==> src/rtl/wb_arbiter_if.sv <==
// Write-port bundle between two writeback requesters (A = ALU, B = load)
// and the register file, with the arbiter sitting in between.
interface wb_arbiter_if #(
    parameter int DW = 32,
    parameter int AW = 5
);
    logic          A_VALID;
    logic          A_READY;
    logic [AW-1:0] A_RW;
    logic [DW-1:0] A_DIN;

    logic          B_VALID;
    logic          B_READY;
    logic [AW-1:0] B_RW;
    logic [DW-1:0] B_DIN;

    logic          WE;
    logic [AW-1:0] RW;
    logic [DW-1:0] Din;

    logic          PEND_A;
    logic          PEND_B;

    // Arbiter side: accepts requests, drives the register-file write port.
    modport slave (
        input  A_VALID, A_RW, A_DIN,
        input  B_VALID, B_RW, B_DIN,
        output A_READY, B_READY,
        output WE, RW, Din,
        output PEND_A, PEND_B
    );

    // Requester / register-file side.
    modport master (
        output A_VALID, A_RW, A_DIN,
        output B_VALID, B_RW, B_DIN,
        input  A_READY, B_READY,
        input  WE, RW, Din,
        input  PEND_A, PEND_B
    );
endinterface

==> src/rtl/wb_arbiter.sv <==
// Two-requester writeback arbiter in front of a single register-file write
// port. Each requester owns one holding entry; pending entries are granted
// combinationally and drained into a registered write port one per cycle.
//
// Round-robin pointer (last granted requester):
//   state  | meaning
//   SRC_A  | A granted last, B wins the next tie
//   SRC_B  | B granted last (reset value), A wins the next tie
module wb_arbiter #(
    parameter int DW = 32,
    parameter int AW = 5
) (
    input  logic          CLK,
    input  logic          RST,
    wb_arbiter_if.slave   bus
);

    typedef enum logic {
        SRC_A = 1'b0,
        SRC_B = 1'b1
    } src_t;

    src_t          last_grant;

    logic          pend_a;
    logic [AW-1:0] rw_a;
    logic [DW-1:0] din_a;

    logic          pend_b;
    logic [AW-1:0] rw_b;
    logic [DW-1:0] din_b;

    logic          grant_a;
    logic          grant_b;
    logic          ready_a;
    logic          ready_b;
    logic          accept_a;
    logic          accept_b;

    logic          we_q;
    logic [AW-1:0] rw_q;
    logic [DW-1:0] din_q;

    // Grant selection: a lone pending entry always wins, a tie goes to the
    // requester that was not granted last.
    always_comb begin
        grant_a = pend_a & (~pend_b | (last_grant == SRC_B));
        grant_b = pend_b & (~pend_a | (last_grant == SRC_A));
    end

    // An entry can take new data when empty or when it drains on this same
    // edge; nothing is accepted while reset is asserted.
    always_comb begin
        ready_a  = ~RST & (~pend_a | grant_a);
        ready_b  = ~RST & (~pend_b | grant_b);
        accept_a = bus.A_VALID & ready_a;
        accept_b = bus.B_VALID & ready_b;
    end

    // Holding entry A: capture on acceptance, otherwise clear when granted.
    always_ff @(posedge CLK) begin
        if (RST) begin
            pend_a <= 1'b0;
            rw_a   <= '0;
            din_a  <= '0;
        end else if (accept_a) begin
            pend_a <= 1'b1;
            rw_a   <= bus.A_RW;
            din_a  <= bus.A_DIN;
        end else if (grant_a) begin
            pend_a <= 1'b0;
        end
    end

    // Holding entry B: capture on acceptance, otherwise clear when granted.
    always_ff @(posedge CLK) begin
        if (RST) begin
            pend_b <= 1'b0;
            rw_b   <= '0;
            din_b  <= '0;
        end else if (accept_b) begin
            pend_b <= 1'b1;
            rw_b   <= bus.B_RW;
            din_b  <= bus.B_DIN;
        end else if (grant_b) begin
            pend_b <= 1'b0;
        end
    end

    // Write port and round-robin pointer; register 0 is consumed silently.
    always_ff @(posedge CLK) begin
        if (RST) begin
            we_q       <= 1'b0;
            rw_q       <= '0;
            din_q      <= '0;
            last_grant <= SRC_B;
        end else if (grant_a) begin
            we_q       <= (rw_a != '0);
            rw_q       <= rw_a;
            din_q      <= din_a;
            last_grant <= SRC_A;
        end else if (grant_b) begin
            we_q       <= (rw_b != '0);
            rw_q       <= rw_b;
            din_q      <= din_b;
            last_grant <= SRC_B;
        end else begin
            we_q       <= 1'b0;
        end
    end

    assign bus.A_READY = ready_a;
    assign bus.B_READY = ready_b;
    assign bus.WE      = we_q;
    assign bus.RW      = rw_q;
    assign bus.Din     = din_q;
    assign bus.PEND_A  = pend_a;
    assign bus.PEND_B  = pend_b;

endmodule
==> src/flat_wrapper.sv <==
// flat-port wrapper written by rule: the top's interface ports become plain ports
module wb_arbiter_flat 
#(
    parameter int DW = 32,
    parameter int AW = 5
)
  (CLK, RST, bus_A_VALID, bus_A_RW, bus_A_DIN, bus_B_VALID, bus_B_RW, bus_B_DIN, bus_A_READY, bus_B_READY, bus_WE, bus_RW, bus_Din, bus_PEND_A, bus_PEND_B);
  wb_arbiter_if #(.DW(DW), .AW(AW)) bus_i ();
  input  logic CLK;
  input  logic RST;
  input wire logic [$bits(bus_i.A_VALID)-1:0] bus_A_VALID;
  input wire logic [$bits(bus_i.A_RW)-1:0] bus_A_RW;
  input wire logic [$bits(bus_i.A_DIN)-1:0] bus_A_DIN;
  input wire logic [$bits(bus_i.B_VALID)-1:0] bus_B_VALID;
  input wire logic [$bits(bus_i.B_RW)-1:0] bus_B_RW;
  input wire logic [$bits(bus_i.B_DIN)-1:0] bus_B_DIN;
  output wire logic [$bits(bus_i.A_READY)-1:0] bus_A_READY;
  output wire logic [$bits(bus_i.B_READY)-1:0] bus_B_READY;
  output wire logic [$bits(bus_i.WE)-1:0] bus_WE;
  output wire logic [$bits(bus_i.RW)-1:0] bus_RW;
  output wire logic [$bits(bus_i.Din)-1:0] bus_Din;
  output wire logic [$bits(bus_i.PEND_A)-1:0] bus_PEND_A;
  output wire logic [$bits(bus_i.PEND_B)-1:0] bus_PEND_B;
  assign bus_i.A_VALID = bus_A_VALID;
  assign bus_i.A_RW = bus_A_RW;
  assign bus_i.A_DIN = bus_A_DIN;
  assign bus_i.B_VALID = bus_B_VALID;
  assign bus_i.B_RW = bus_B_RW;
  assign bus_i.B_DIN = bus_B_DIN;
  assign bus_A_READY = bus_i.A_READY;
  assign bus_B_READY = bus_i.B_READY;
  assign bus_WE = bus_i.WE;
  assign bus_RW = bus_i.RW;
  assign bus_Din = bus_i.Din;
  assign bus_PEND_A = bus_i.PEND_A;
  assign bus_PEND_B = bus_i.PEND_B;
  wb_arbiter #(.DW(DW), .AW(AW)) u_core (.CLK(CLK), .RST(RST), .bus(bus_i));
endmodule
==> config.mk <==
export PLATFORM = sky130hd
export DESIGN_NAME = wb_arbiter_flat
export DESIGN_NICKNAME = d
export VERILOG_FILES = /design/src/rtl/wb_arbiter_if.sv /design/src/rtl/wb_arbiter.sv /design/src/flat_wrapper.sv
export SDC_FILE = /design/constraint.sdc
export NUM_CORES = 1
export LEC_CHECK = 0
export ABC_AREA = 1
export CAP_MARGIN = 15
export CELL_PAD_IN_SITES_DETAIL_PLACEMENT = 1
export CELL_PAD_IN_SITES_GLOBAL_PLACEMENT = 1
export CORE_ASPECT_RATIO = 1.2
export CORE_MARGIN = 5
export CORE_UTILIZATION = 38
export DETAILED_ROUTE_END_ITERATION = 8
export GPL_TIMING_DRIVEN = 0
export PLACE_DENSITY_LB_ADDON = 0.1
export SLEW_MARGIN = 40
export SYNTH_ARGS = -nofsm -noshare
export SYNTH_HDL_FRONTEND = slang
export SYNTH_SLANG_ARGS = --single-unit
export TNS_END_PERCENT = 5
==> constraint.sdc <==
create_clock -name CLK -period 3.2 [get_ports CLK]
set_clock_uncertainty 0.1 [all_clocks]
set_input_delay 0.64 -clock CLK [delete_from_list [all_inputs] [get_ports CLK]]
set_output_delay 0.64 -clock CLK [all_outputs]
set_load 0.02 [all_outputs]
==> results of run 1 <==
==> Yosys cell counts <==
library cell | n | share of area [%]
nand2_1 | 119 | 9.1
dfxtp_1 | 115 | 47
nor2_2 | 1 | 0.13
buf_2 | 19 | 1.9
nand3b_1 | 1 | 0.15
o211ai_1 | 1 | 0.15
o21ai_1 | 36 | 3.7
a21oi_1 | 5 | 0.51
nand3_1 | 190 | 19
buf_4 | 14 | 2.1
buf_1 | 8 | 0.61
clkbuf_1 | 5 | 0.38
or2_1 | 1 | 0.13
inv_1 | 40 | 3.1
inv_2 | 3 | 0.23
nor2_1 | 111 | 8.5
o21ai_2 | 1 | 0.18
buf_6 | 11 | 2.5
==> how the worst max path moves through the flow <==
stage	endpoint	slack, ns	cells past startpoint
CTS	bus_A_READY	0.11	6
detailed placement	bus_A_READY	0.13	6
finish	bus_A_READY	0.11	6
floorplan	bus_B_READY	1.42	4
global placement	bus_A_READY	0.13	6
global route	bus_A_READY	0.007	6
==> layer usage <==
metal / GRT usage (%) / vias up
met3: 5.05 / 15
met5: 0 / -
met4: 6.48 / 0
met1: 26.1 / 2370
met2: 38.9 / 106
li1: - / 2476
==> worst max-delay path, delay by kind of cell <==
family	cells	cell delay (ns)
buf+inv	5	1.64
simple gates	1	0.08
==> report_power, final <==
group          leakage [nW]  internal [mW]  switching, mW
Clock                 0.293           1.23          0.661
Sequential            0.950           1.54         0.0656
Combinational          1.77          0.275          0.306
==> flip-flops by register name, summed over array words and instances (netlist names) <==
| signal | flops |
|---|---|
| u_core.bus.Din | 32 |
| u_core.din_a | 32 |
| u_core.din_b | 32 |
| u_core.bus.RW | 5 |
| u_core.rw_a | 5 |
| u_core.rw_b | 5 |
| u_core.bus.PEND_A | 1 |
| u_core.bus.PEND_B | 1 |
| u_core.bus.WE | 1 |
| u_core.last_grant | 1 |
==> cell families after synthesis <==
logic type      Yosys count
simple gates            423
flops                   115
buf+inv                 100
compound gates           43
==> cell type report <==
class	instances	area [sq um]	area share, %
repair buffers	119	1190	17.3
clock inverters	12	138	2.00
inverters	43	161	2.35
flip-flops and latches	115	2300	33.5
plain buffers	57	373	5.43
well taps	164	205	2.99
clock buffers	20	447	6.50
multi-input cells	466	2060	29.9
==> results.py, run 1 <==
metrics = {
    "global_routing": {
        "grt_max_degree": 17,
        "antenna_found_initial": 0,
        "grt_overflow": 0,
        "grt_pass1_wl_mm": 26.5,
        "grt_usage_pct": 21.9,
        "grt_pass1_vias": 5350,
    },
    "setup_path": {
        "worst-endpoint-arrival_ns": 2.35,
        "critPathKind": "input pin to output pin",
        "slowest_stage": "clkdlybuf4s50_1",
        "path_cells": "clkdlybuf4s50_1, inv_2, nand2_1, inv_1, buf_2, clkdlybuf4s50_1",
        "r2r_end": "u_core.bus.Din[26]",
        "cp_data_required_time_ns": 2.46,
        "crit_start": "RST",
        "max_stage_delay_ns": 0.65,
        "worstPathMaxFanout": 10,
        "r2r_start": "u_core.bus.PEND_B",
        "endpoint_kind": "output pin",
        "crit_top_cell": "clkdlybuf4s50_1",
        "cp-start-kind": "input pin",
        "reg2reg_depth": 7,
        "r2r_slack_ns": 1.64,
    },
    "timing": {
        "fin_crit_ns": 3.09,
        "rsz0062_at_grt": "no",
        "fin_setup_tns_ns": 0,
        "finalCritPeriodShare_pct": 96.6,
        "setup-violations-final": 0,
        "clock.fmax_mhz": 324,
        "hold_slack_ns": 0.359,
        "setup_ws_ns": 0.110,
        "hold_viol": 0,
        "relSlewSlack_pct": 60.3,
        "final-max-slew-violation-count": 0,
        "worst_pin_slew_ns": 0.595,
    },
    "detailed_routing": {
        "via_per_inst": 4.99,
        "dr.pass1.iters": 4,
        "ant_nets": 0,
        "vias": 4967,
        "drc": 0,
        "wirelength_mm": 16.4,
        "wl_met1_mm": 7.20,
        "routed.top_layer": "met4",
        "detailedRoute.firstIterationViolations": 229,
        "wl_met3_microns": 618,
        "wire_per_inst_microns": 16.4,
        "wl_met2_mm": 8.35,
    },
    "logic_synthesis": {
        "synth_top_family_by_area": "simple AND/OR/NAND/NOR gates",
        "synth_compound_area_share_pct": 4.53,
        "synth_simple_gate_area_share_pct": 37.5,
        "synthMuxAreaShare_pct": 0,
        "yosysSeqAreaShare_pct": 47.1,
        "yosysWarningCount": 0,
        "syn-num-nets": 759,
        "synth_xor_area_share_pct": 0,
        "synthAdderAreaFrac_pct": 0,
        "avgSynthCellArea_sq_um": 7.18,
        "ys_ff_latch": 115,
        "yosysUniqueCellTypes": 18,
        "netlist_instances": 681,
        "netlist_area_sq_um": 4890,
    },
    "cells_and_area": {
        "area_growth_pct": 40.5,
        "layout_commonest_cell": "nand3_1",
        "finalNonFillerCells": 996,
        "layout-drive-gt1-share_pct": 9.50,
        "finish.utilization_pct": 54.3,
        "diodes": 0,
        "final_cell_mix": "nand3_1, nand2_1, clkdlybuf4s50_1, dfxtp_1, nor2_1",
        "finalInstanceArea_sq_um": 6870,
        "fillers": 1599,
        "layout.nets": 897,
    },
    "placed_design": {
        "place_ws_ns": 0.127,
        "dp.cells": 964,
        "dp_hpwl_mm": 12.0,
        "gp_congestion": 0.828,
        "placed_area_sq_um": 6290,
        "port_buffers": 119,
    },
    "clocking": {
        "root_buffer": "clkbuf_16",
        "clock_latency_ns": 0.41,
        "cts_hold_buf": 0,
        "cts_tree": "yes",
        "clock-sinks": 115,
        "path_clk_slew_ns": 0.05,
        "cts_buffers": 17,
        "cts_max_path_buffers": 2,
        "htreeDepth": 4,
        "cts_resized": 0,
        "postCtsSetupBuffers": 0,
    },
    "floorplan": {
        "die_y_microns": 134,
        "dieArea_sq_um": 15300,
        "initial_core_util_pct": 38.6,
        "core_sq_um": 12700,
        "pin_count": 120,
        "rows": 45,
        "die_x_microns": 114,
    },
    "pwr": {
        "power_mw": 4.08,
        "power.leakage_nw": 3.01,
        "vdd_drop_max_mv": 0.266,
        "power_density_nw_per_um2": 594,
    },
    "job": {
        "drv_cap": 0,
    },
    "status": {
        "outcome": "completed",
    },
    "min_path": {
        "worstHoldEndpoint": "u_core.din_b[18]",
        "hp-start": "u_core.din_b[18]",
        "worst_hold_path.num_cells": 2,
        "hold_path_class": "flop to flop",
    },
}
(Power assumes the default switching activity.)
==> run 2: changes to the inputs <==
--- a/config.mk
+++ b/config.mk
@@ -15,6 +15,7 @@
 export DETAILED_ROUTE_END_ITERATION = 8
 export GPL_TIMING_DRIVEN = 0
 export PLACE_DENSITY_LB_ADDON = 0.1
+export REMOVE_ABC_BUFFERS = 1
 export SLEW_MARGIN = 40
 export SYNTH_ARGS = -nofsm -noshare
 export SYNTH_HDL_FRONTEND = slang
==> constraint.sdc (replaced) <==
create_clock -name CLK -period 3.8 [get_ports CLK]
set_clock_uncertainty 0.1 [all_clocks]
set_input_delay 0.76 -clock CLK [delete_from_list [all_inputs] [get_ports CLK]]
set_output_delay 0.76 -clock CLK [all_outputs]
set_load 0.02 [all_outputs]
==> results.py, run 2 (same netlist as run 1, synthesis figures left out) <==
metrics = {
    "min_path": {
        "hold_path_class": "flop to flop",
        "worstHoldEndpoint": "u_core.rw_b[3]",
        "hp-start": "u_core.rw_b[3]",
        "worst_hold_path.num_cells": 2,
    },
    "clocking": {
        "cts_tree": "yes",
        "htreeDepth": 4,
        "clock-sinks": 115,
        "cts_hold_buf": 0,
        "path_clk_slew_ns": 0.05,
        "postCtsSetupBuffers": 0,
        "cts_buffers": 17,
        "cts_resized": 6,
        "clock_latency_ns": 0.41,
        "root_buffer": "clkbuf_16",
        "cts_max_path_buffers": 2,
    },
    "detailed_routing": {
        "detailedRoute.firstIterationViolations": 248,
        "vias": 4859,
        "drc": 0,
        "dr.pass1.iters": 4,
        "wirelength_mm": 16.4,
        "ant_nets": 0,
        "wire_per_inst_microns": 17.4,
        "via_per_inst": 5.15,
    },
    "cells_and_area": {
        "finalNonFillerCells": 943,
        "final_cell_mix": "nand3_1, nand2_1, clkdlybuf4s50_1, dfxtp_1, nor2_1",
        "fillers": 1595,
        "register_area_sq_um": 2310,
        "layout_commonest_cell": "nand3_1",
        "area_growth_pct": 37.3,
        "layout.nets": 847,
        "diodes": 0,
        "multi_input_area_sq_um": 2090,
        "layout-drive-gt1-share_pct": 6.16,
    },
    "timing": {
        "setup-violations-final": 0,
        "clock.fmax_mhz": 270,
        "setup_ws_ns": 0.0954,
        "rsz0062_at_grt": "no",
        "relSlewSlack_pct": 55.9,
        "hold_slack_ns": 0.363,
        "hold_viol": 0,
        "worst_pin_slew_ns": 0.660,
        "final-max-slew-violation-count": 0,
        "finalCritPeriodShare_pct": 97.5,
        "fin_crit_ns": 3.70,
    },
    "setup_path": {
        "worstPathMaxFanout": 38,
        "critPathKind": "input pin to output pin",
        "r2r_start": "u_core.bus.PEND_B",
        "worst-endpoint-arrival_ns": 2.84,
        "cp-start-kind": "input pin",
        "critical_path.top_delay_family": "buffers and inverters",
        "slowest_stage": "clkdlybuf4s50_1",
        "path_cells": "dlygate4sd2_1, bufinv_16, buf_16, nand2_1, inv_4, buf_12, clkdlybuf4s50_1",
        "r2r_end": "u_core.bus.Din[15]",
        "cp_num_buf_inv": 6,
        "endpoint_kind": "output pin",
        "crit_start": "RST",
        "reg2reg_depth": 6,
        "max_stage_delay_ns": 0.63,
        "r2r_slack_ns": 1.57,
        "cp_data_required_time_ns": 2.94,
    },
    "job": {
        "drv_cap": 0,
    },
    "global_routing": {
        "grt_usage_pct": 21.9,
        "antenna_found_initial": 0,
        "grt_pass1_vias": 5254,
        "grt_pass1_wl_mm": 26.4,
        "grt_max_degree": 45,
        "grt_overflow": 0,
    },
    "floorplan": {
        "core_sq_um": 12700,
        "die_y_microns": 134,
        "pin_count": 120,
        "rows": 45,
        "initial_core_util_pct": 38.6,
        "dieArea_sq_um": 15300,
        "die_x_microns": 114,
    },
    "pwr": {
        "power.leakage_nw": 2.90,
        "vdd_drop_max_mv": 0.275,
        "power_mw": 3.37,
        "power_density_nw_per_um2": 502,
    },
    "status": {
        "outcome": "completed",
    },
    "placed_design": {
        "place_ws_ns": -0.518,
        "dp_hpwl_mm": 9.40,
        "dp.cells": 912,
        "gp_congestion": 0.731,
        "port_buffers": 119,
    },
}
-- run 2: worst max path at each step --
stage	end	slack, ns	cells after the start
2_1_floorplan	bus_A_READY	0.55	3
3_5_place_dp	bus_A_READY	-0.52	6
5_1_grt	bus_B_READY	0.003	7
4_1_cts	bus_B_READY	0.09	7
3_3_place_gp	bus_B_READY	-1.90	5
6_report	bus_B_READY	0.1	7
-- run 2: layout make-up --
type / count / share of cell area (%)
Clock buffer: 25 / 7.84
Clock inverter: 4 / 0.671
Inverter: 43 / 2.92
Multi-Input combinational cell: 466 / 31.1
Sequential cell: 115 / 34.3
Tap cell: 164 / 3.06
Timing Repair Buffer: 125 / 19.9
Timing Repair inverter: 1 / 0.130
-- run 2: where the power goes --
part	switching, mW	leakage (nW)	internal, mW
clock	0.531	0.286	1.01
combinational	0.253	1.66	0.223
sequential	0.0578	0.950	1.30
total	0.841	2.90	2.53
-- run 2: layer usage --
| metal | vias to the layer above | track usage (%) | wire, microns |
|---|---|---|---|
| met4 | 0 | 6.21 | 259 |
| met1 | 2343 | 25.5 | 7090 |
| li1 | 2378 | - | - |
| met5 | - | 0 | 0 |
| met2 | 118 | 39.6 | 8380 |
| met3 | 20 | 5.32 | 680 |
-- run 2: worst register-to-register path, cell delays in order, from the launching register on --
cell,delay [ns]
dfxtp_1,0.49
nand2_4,0.34
nand2_1,0.24
clkinv_2,0.54
nor2_1,0.29
nor2_1,0.07
nor2_1,0.10
-- run 2: through the flow --
stage	setup TNS, ns	instance area (sq um)	utilization, %
after floorplan	0	4520	-
after CTS	0	6710	53.0
after global placement	-135.25	5920	46.7
after global routing	0	6720	53.0
after detailed placement	-0.861	6070	47.9
final	0	6720	53.0
==> run 3: changes to the inputs <==
==> constraint.sdc (replaced) <==
create_clock -name CLK -period 4.4 [get_ports CLK]
set_clock_uncertainty 0.1 [all_clocks]
set_input_delay 0.88 -clock CLK [delete_from_list [all_inputs] [get_ports CLK]]
set_output_delay 0.88 -clock CLK [all_outputs]
set_load 0.02 [all_outputs]
==> results.py, run 3 (same netlist as run 1, synthesis figures left out) <==
metrics = {
    "status": {
        "outcome": "completed",
    },
    "clocking": {
        "clock_latency_ns": 0.41,
        "cts_tree": "yes",
        "postCtsSetupBuffers": 0,
        "root_buffer": "clkbuf_16",
        "clock-sinks": 115,
        "cts_max_path_buffers": 2,
        "cts_buffers": 17,
        "path_clk_slew_ns": 0.05,
        "htreeDepth": 4,
    },
    "pwr": {
        "power_density_nw_per_um2": 435,
        "p_switching_mw": 0.718,
        "vdd_drop_max_mv": 0.236,
        "pwr-share-seq_pct": 40.4,
        "power_frac_clock_pct": 45.8,
        "p_int_mw": 2.18,
        "switching_share_pct": 24.8,
        "power_frac_comb_pct": 13.8,
        "power.leakage_nw": 2.86,
    },
    "placed_design": {
        "placed_area_sq_um": 6070,
        "dp.cells": 912,
        "dp_hpwl_mm": 9.40,
        "gp_congestion": 0.731,
        "port_buffers": 119,
    },
    "cells_and_area": {
        "layout_commonest_cell": "nand3_1",
        "fillers": 1600,
        "layout.nets": 845,
        "diodes": 0,
        "area_growth_pct": 36.2,
        "final_cell_mix": "nand3_1, nand2_1, clkdlybuf4s50_1, dfxtp_1, nor2_1",
        "finalInstanceArea_sq_um": 6660,
        "register_area_sq_um": 2310,
        "finish.utilization_pct": 52.6,
        "multi_input_area_sq_um": 2090,
        "layout-drive-gt1-share_pct": 5.92,
        "finalNonFillerCells": 941,
    },
    "floorplan": {
        "initial_core_util_pct": 38.6,
        "dieArea_sq_um": 15300,
        "pin_count": 120,
        "rows": 45,
        "core_sq_um": 12700,
        "die_y_microns": 134,
        "die_x_microns": 114,
    },
    "global_routing": {
        "use_met2_pct": 38.1,
        "grt_usage_pct": 21.1,
        "grt_pass1_wl_mm": 25.6,
        "use_met1_pct": 24.3,
        "antenna_found_initial": 0,
        "grtUsageMet3_pct": 5.46,
        "grt_max_degree": 76,
        "grt-busiest-layer": "met2",
        "grt_overflow": 0,
        "grt_pass1_vias": 5163,
    },
    "timing": {
        "fin_setup_tns_ns": 0,
        "rsz0062_at_grt": "no",
        "finalCritPeriodShare_pct": 96.7,
        "final-max-slew-violation-count": 0,
        "hold_viol": 0,
        "worst_pin_slew_ns": 0.660,
        "clock.fmax_mhz": 235,
        "relSlewSlack_pct": 56.0,
        "setup-violations-final": 0,
        "fin_crit_ns": 4.25,
    },
    "setup_path": {
        "critPathKind": "input pin to output pin",
        "worstPathMaxFanout": 75,
        "worst-endpoint-arrival_ns": 3.27,
        "cp_data_required_time_ns": 3.42,
        "cp-start-kind": "input pin",
        "endpoint_kind": "output pin",
    },
    "detailed_routing": {
        "drc": 0,
        "wire_per_inst_microns": 16.8,
        "via_per_inst": 5.13,
        "wirelength_mm": 15.8,
        "ant_nets": 0,
        "dr.pass1.iters": 4,
        "vias": 4828,
        "detailedRoute.firstIterationViolations": 201,
    },
    "job": {
        "drv_cap": 0,
    },
    "min_path": {
        "hold_path_class": "flop to flop",
    },
}
==> run 3: changes by cell type in the layout (fill, tap and decap cells not counted), sizes merged <==
| cell | previous run | this run |
|---|---|---|
| bufbuf | 1 | 0 |
| bufinv | 2 | 1 |
| clkdlybuf4s50 | 116 | 117 |
| clkinv | 4 | 5 |
| dlygate4sd2 | 1 | 0 |
| inv | 42 | 41 |
==> run 3: per-stage QoR <==
step	setup slack, ns	hold WS [ns]	power, mW
after floorplan	0.909	0.346	1.37
after global placement	-1.54	0.352	1.57
after detailed placement	-0.158	0.356	1.59
after CTS	0.00628	0.364	2.93
after global routing	0.0291	0.381	3.02
final	0.146	0.362	2.90
==> run 3: worst max-delay path, cell delays in order <==
cell             delay [ns]
clkdlybuf4s50_1        0.59
clkinv_8               0.25
buf_16                 0.32
nand2_1                0.19
inv_6                  0.29
clkdlybuf4s50_1        0.68
==> run 3: routing by layer <==
metal / vias to the layer above / routed length [microns]
met4: 0 / 201
met5: - / 0
met2: 118 / 8140
met1: 2325 / 6790
met3: 14 / 700
li1: 2371 / -
==> run 3: power by group through the flow <==
stage                     combinational (mW)  clock (mW)  sequential (mW)
after global placement                 0.380           0             1.19
after CTS                              0.406        1.35             1.17
after floorplan                        0.156           0             1.21
after detailed placement               0.400           0             1.19
final                                  0.400        1.33             1.17
after global routing                   0.439        1.40             1.18
==> run 3: final timing paths <==
kind / start / endpoint / slack (ns) / cells after the start
max: RST / bus_A_READY / 0.15 / 6
min: u_core.din_b[27] / u_core.din_b[27] / 0.36 / 2
max reg2reg: u_core.bus.PEND_B / u_core.bus.Din[15] / 2.18 / 6
min reg2reg: u_core.din_b[27] / u_core.din_b[27] / 0.36 / 2
==> run 3: area by class of cell <==
cell class	instances	area share, %
well taps	164	3.08
clock inverters	4	0.676
clock buffers	25	7.91
multi-input cells	466	31.4
repair buffers	124	19.6
inverters	43	2.74
flip-flops and latches	115	34.6
==> run 3: repair_timing <==
action | 4_1_cts | 5_1_grt
resized for setup | 3 | 2
gates cloned | 0 | 0
setup endpoints to repair | 2 | 2
pin swaps | 0 | 0
hold buffers | 0 | 0
hold endpoints to repair | 0 | 0
